$ cat config.mk
export PLATFORM = sky130hd
export DESIGN_NAME = act_load_ctrl
export DESIGN_NICKNAME = d
export VERILOG_FILES = /design/src/rtl/act_load_ctrl.sv
export SDC_FILE = /design/constraint.sdc
export NUM_CORES = 1
export LEC_CHECK = 0
export BUFFER_PORTS_ARGS = -buffer_cell sky130_fd_sc_hd__buf_2
export CAP_MARGIN = 20
export CORE_UTILIZATION = 56
export DETAILED_ROUTE_END_ITERATION = 10
export GPL_TIMING_DRIVEN = 0
export HOLD_SLACK_MARGIN = 0.15
export PLACE_DENSITY = 0.81
export SETUP_SLACK_MARGIN = 0.5
export SYNTH_ARGS = -nofsm -noshare
export SYNTH_HDL_FRONTEND = slang
export SYNTH_SLANG_ARGS = --single-unit
$ cat constraint.sdc
create_clock -name clk -period 3.5 [get_ports clk]
set_clock_uncertainty 0.15 [all_clocks]
set_input_delay 0.525 -clock clk [delete_from_list [all_inputs] [get_ports clk]]
set_output_delay 0.525 -clock clk [all_outputs]
set_load 0.02 [all_outputs]
$ cat src/rtl/act_load_ctrl.sv
// Streams a block of activation words from SRAM into the L0 buffer, with credit-based read issue.
// Define ACT_LOAD_CHECKSUM_EN to build the running XOR checksum of written words.
module act_load_ctrl #(
  parameter int BW     = 4,
  parameter int ROW    = 8,
  parameter int ADDR_W = 11,
  parameter int CNT_W  = 12,
  localparam int W     = BW * ROW
) (
  input  logic              clk,
  input  logic              reset,
  input  logic              start,
  input  logic [ADDR_W-1:0] base_addr,
  input  logic [CNT_W-1:0]  count,
  input  logic              abort,
  output logic              busy,
  output logic              done,
  output logic              sram_cen,
  output logic              sram_wen,
  output logic [ADDR_W-1:0] sram_a,
  input  logic [W-1:0]      sram_q,
  output logic              l0_wr,
  output logic [W-1:0]      l0_in,
  input  logic              l0_full,
  output logic [W-1:0]      checksum
);

  typedef enum logic [1:0] {IDLE, RUN, DRAIN, DONE} state_t;

  state_t            state, state_next;
  logic [ADDR_W-1:0] base_r;
  logic [CNT_W-1:0]  cnt_r, issued, written;
  logic              inflight, issue;
  logic [1:0]        occ;
  logic [W-1:0]      skid0, skid1;
  logic [2:0]        credit;
  logic [CNT_W:0]    written_sum;

  always_ff @(posedge clk or negedge reset) begin
    if (!reset) state <= IDLE;
    else        state <= state_next;
  end

  // Completion counts this cycle's write so done lands right after the last l0_wr.
  always_comb begin
    state_next  = state;
    written_sum = {1'b0, written} + {{CNT_W{1'b0}}, l0_wr};
    case (state)
      IDLE:  if (start) state_next = (count == '0) ? DONE : RUN;
      RUN:   if (abort) state_next = IDLE;
             else if (issue && (issued + CNT_W'(1) == cnt_r)) state_next = DRAIN;
      DRAIN: if (abort) state_next = IDLE;
             else if (!inflight && (written_sum == {1'b0, cnt_r})) state_next = DONE;
      DONE:  state_next = IDLE;
      default: state_next = IDLE;
    endcase
  end

  always_comb begin
    busy     = (state == RUN) || (state == DRAIN);
    done     = (state == DONE);
    l0_wr    = (occ != 2'd0) && !l0_full;
    l0_in    = (occ != 2'd0) ? skid0 : '0;
    credit   = {1'b0, occ} + {2'b00, inflight};
    issue    = (state == RUN) && !abort && (issued < cnt_r) &&
               (credit < (3'd2 + {2'b00, l0_wr}));
    sram_cen = !issue;
    sram_a   = issue ? (base_r + ADDR_W'(issued)) : '0;
  end

  assign sram_wen = 1'b1;

  // Two-entry skid: entry 0 is the head presented to L0.
  always_ff @(posedge clk or negedge reset) begin
    if (!reset) begin
      base_r   <= '0;
      cnt_r    <= '0;
      issued   <= '0;
      written  <= '0;
      inflight <= 1'b0;
      occ      <= 2'd0;
      skid0    <= '0;
      skid1    <= '0;
    end else if (state == IDLE && start) begin
      base_r  <= base_addr;
      cnt_r   <= count;
      issued  <= '0;
      written <= '0;
    end else if (abort && (state == RUN || state == DRAIN)) begin
      inflight <= 1'b0;
      occ      <= 2'd0;
    end else begin
      inflight <= issue;
      if (issue) issued  <= issued + CNT_W'(1);
      if (l0_wr) written <= written + CNT_W'(1);
      case ({inflight, l0_wr})
        2'b10: begin
          if (occ == 2'd0) skid0 <= sram_q;
          else             skid1 <= sram_q;
          occ <= occ + 2'd1;
        end
        2'b01: begin
          skid0 <= skid1;
          occ   <= occ - 2'd1;
        end
        2'b11: begin
          if (occ == 2'd1) skid0 <= sram_q;
          else begin
            skid0 <= skid1;
            skid1 <= sram_q;
          end
        end
        default: ;
      endcase
    end
  end

`ifdef ACT_LOAD_CHECKSUM_EN
  logic [W-1:0] sum_r;

  always_ff @(posedge clk or negedge reset) begin
    if (!reset)                     sum_r <= '0;
    else if (state == IDLE && start) sum_r <= '0;
    else if (l0_wr)                 sum_r <= sum_r ^ l0_in;
  end

  assign checksum = sum_r;
`else
  assign checksum = '0;
`endif

endmodule

==> impl_metrics.py <==
metrics = {
    "pwr": {
        "vdd_drop_max_uv": 583,
        "power_mw": 8.34,
        "total_leakage_power_nw": 4.33,
        "power_density_nw_per_um2": 897,
    },
    "floorplanning": {
        "die-area_um2": 13100,
        "core_region_area_um2": 12200,
        "start_util": 0.584,
        "die_w_um": 115,
        "ios": 140,
        "die_h_um": 115,
        "fp-row-count": 40,
    },
    "place": {
        "place_congestion": 0.857,
        "pre_cts_ws_ns": -0.194,
        "dpl.hpwl_um": 11900,
        "io_buffers": 106,
    },
    "setup_path": {
        "worstSetupStartpoint": "issued[1]",
        "arrival_ns": 2.69,
        "cp.required_ns": 2.82,
        "r2r_start": "occ[0]",
        "rrSetupSlack_ns": 0.46,
        "path_class": "reg -> out",
        "r2r_cells": 15,
        "rr_endpoint": "state[1]",
        "start_kind": "flop",
        "crit_path_end_kind": "output pin",
        "crit_fanout": 5,
    },
    "synthesis": {
        "ys_warn_count": 0,
        "synth_seq_cells": 116,
        "synth-simple-area-share": 0.177,
        "muxShareOfSynthArea": 0.100,
        "synth_compound_area_frac": 0.115,
        "synth_xor_area_frac": 0.0592,
        "synth_top_family_by_area": "simple AND/OR/NAND/NOR gates",
        "ys_seq_area_frac": 0.409,
        "synth.cell_area_um2": 7100,
        "synth_enable_flop_cells": 0,
        "avgSynthCellArea_um2": 9.47,
        "synth_cell_types": 65,
        "synth_ff_type": "dfrtp_1",
        "synthAdderAreaFrac": 0.0645,
        "async_reset_ff_frac": 1.00,
        "syn_inst": 750,
    },
    "layout": {
        "antenna_cells": 0,
        "synthToLayoutAreaGrowth_pct": 31.0,
        "nets": 1044,
        "fill_cells": 786,
        "drive_gt1_frac": 0.324,
    },
    "run": {
        "drv_cap": 0,
    },
    "detailed_routing": {
        "wl_per_cell_um": 17.2,
        "final_antenna_net_count": 0,
        "wl_um": 19400,
        "route.vias.total": 6422,
        "drc": 0,
        "dr.pass1.iters": 8,
        "vias_per_cell": 5.69,
        "drtIter0Drc": 615,
    },
    "worst_hold_path": {
        "min_path_cells": 3,
        "min_from": "base_addr[0]",
        "hold_path.class": "in -> reg",
        "holdPathEnd": "base_r[0]",
    },
    "run_status": {
        "status": "complete, no violations",
    },
    "timing": {
        "whs_ns": 0.167,
        "period_share": 0.961,
        "timing.fmax_mhz": 297,
        "worst_pin_slew_ns": 0.694,
        "final-hold-violation-count": 0,
        "fin_ws_ns": 0.137,
        "finalSetupViolCount": 0,
        "drv_slew": 0,
        "min_period_ns": 3.36,
        "max_slew_margin": 0.533,
        "grt_setup_unrepaired": "true",
    },
    "clock_tree": {
        "clk_pin_slew_worst_paths_ns": 0.06,
        "clock-sinks": 116,
        "ctsLongestPathBuffers": 2,
        "cts_tree": "done",
        "cts_made_buffers": 17,
        "clock-root-buffer": "clkbuf_16",
        "htreeDepth": 4,
        "insertion_delay_ns": 0.42,
    },
    "grt": {
        "grt_pass1_wl_um": 29500,
        "grt_max_degree": 76,
        "grt_overflow_total": 0,
        "antenna_found_initial": 0,
        "grt_pass1_vias": 6038,
        "grtUsageTotal": 0.293,
    },
}
==> stage by stage <==
| step | std cells | utilization | area (um2) | setup TNS, ns |
|---|---|---|---|---|
| detailed placement | 1056 | 0.662 | 8050 | -0.338 |
| CTS | 1122 | 0.750 | 9120 | 0 |
| global placement | 1055 | 0.659 | 8010 | -0.0437 |
| finish | 1129 | 0.765 | 9300 | 0 |
| floorplan | 781 | - | 7270 | 0 |
| global route | 1129 | 0.765 | 9300 | 0 |
==> power by group <==
part	total, mW	internal, mW	leakage, nW	switching (mW)
logic	4.34	1.84	2.64	2.50
registers	2.34	1.92	1.42	0.414
clock network	1.67	0.999	0.274	0.669
total	8.34	4.76	4.33	3.58
==> sequential cells by signal, summed over array words and instances, names as in the netlist <==
| register | flops |
|---|---|
| base_r | 11 |
| cnt_r | 12 |
| inflight | 1 |
| issued | 12 |
| occ | 2 |
| skid0 | 32 |
| skid1 | 32 |
| state | 2 |
| written | 12 |
==> placed cells by master, fill, tap and decap left out, types with 4 or more instances in the layout <==
cell | synthesis | final
nor2_2 | 1 | 4
ha_4 | 0 | 6
o21ai_0 | 39 | 35
dfrtp_1 | 116 | 111
mux2i_1 | 35 | 35
buf_6 | 6 | 19
nor4_1 | 6 | 5
clkbuf_1 | 24 | 21
buf_4 | 33 | 62
a31oi_1 | 5 | 5
conb_1 | 2 | 33
nor3_1 | 6 | 5
nand3_1 | 17 | 15
nand4_1 | 8 | 8
or3_1 | 12 | 12
nand2_1 | 68 | 68
buf_2 | 5 | 98
inv_1 | 21 | 17
nor2_1 | 64 | 58
and2_1 | 7 | 5
clkinv_2 | 0 | 4
a21oi_1 | 63 | 60
nor2_4 | 1 | 4
dfrtp_2 | 0 | 5
xnor2_1 | 34 | 31
dlygate4sd3_1 | 0 | 11
xor2_1 | 14 | 13
clkinvlp_4 | 0 | 4
ha_1 | 35 | 28
mux2_2 | 30 | 30
clkbuf_16 | 0 | 18
nor2b_1 | 39 | 36
inv_6 | 0 | 5
==> Yosys cell counts, types with 3 or more instances <==
master	instances	area [um2]
dfrtp_1	116	2900
nand2_1	68	255
nor2_1	64	240
a21oi_1	63	315
nor2b_1	39	244
o21ai_0	39	195
ha_1	35	438
mux2i_1	35	350
xnor2_1	34	298
buf_4	33	248
mux2_2	30	338
clkbuf_1	24	90.1
inv_1	21	78.8
nand3_1	17	85.1
xor2_1	14	123
or3_1	12	75.1
nand4_1	8	50.1
and2_1	7	43.8
buf_6	6	67.6
nor3_1	6	30.0
nor4_1	6	37.5
a31oi_1	5	31.3
buf_2	5	25.0
a21o_1	3	22.5
and3_1	3	18.8
and4_1	3	26.3
buf_1	3	11.3
o21a_1	3	22.5
o31ai_1	3	22.5
==> metal layers <==
layer	part of all wire	up-vias	wire, um	GRT usage
li1	-	2927	-	-
met1	0.40	3078	7690	0.365
met2	0.48	342	9260	0.484
met3	0.088	75	1700	0.0810
met4	0.037	0	713	0.113
met5	0	-	0	0
==> final cells by class <==
class                   count  area, um2  area share
plain buffers              71        467      0.0502
clock buffers              18        439      0.0472
clock inverters            14        125      0.0135
inverters                  22       88.8     0.00955
multi-input cells         572       4080       0.438
flip-flops and latches    116       2910       0.313
well taps                 168        210      0.0226
repair buffers            148        982       0.106
==> worst max path at each step <==
| stage | to |
|---|---|
| 2_1_floorplan | state[1] |
| 3_3_place_gp | state[1] |
| 3_5_place_dp | state[1] |
| 4_1_cts | sram_a[10] |
| 5_1_grt | sram_a[4] |
| 6_report | sram_a[4] |
==> critical path, stage by stage (launching register included) <==
cell,delay [ns]
dfrtp_2,0.46
buf_6,0.14
ha_4,0.21
nor2b_4,0.11
o21a_1,0.21
o21ai_2,0.23
a2111oi_4,0.12
nor2_4,0.18
inv_4,0.08
clkbuf_16,0.17
nor3_4,0.19
buf_6,0.15
==> logic make-up after synthesis <==
group / count (synthesis)
and+or+nand+nor: 250
AOI/OAI and AO/OA: 138
muxes: 67
buffers and inverters: 93
DFF: 116
xor gates and xnor gates: 48
other: 2
adders and majority gates: 36
==> repair_timing <==
action | CTS | global route
gates cloned | 1 | 0
pin swaps | 27 | 18
setup buffers | 22 | 7
hold buffers | 11 | 0
endpoints found under the hold margin | 51 | 0
resized for setup | 55 | 31
setup endpoints to repair | 14 | 23
Power figures use the tool's default switching activity.
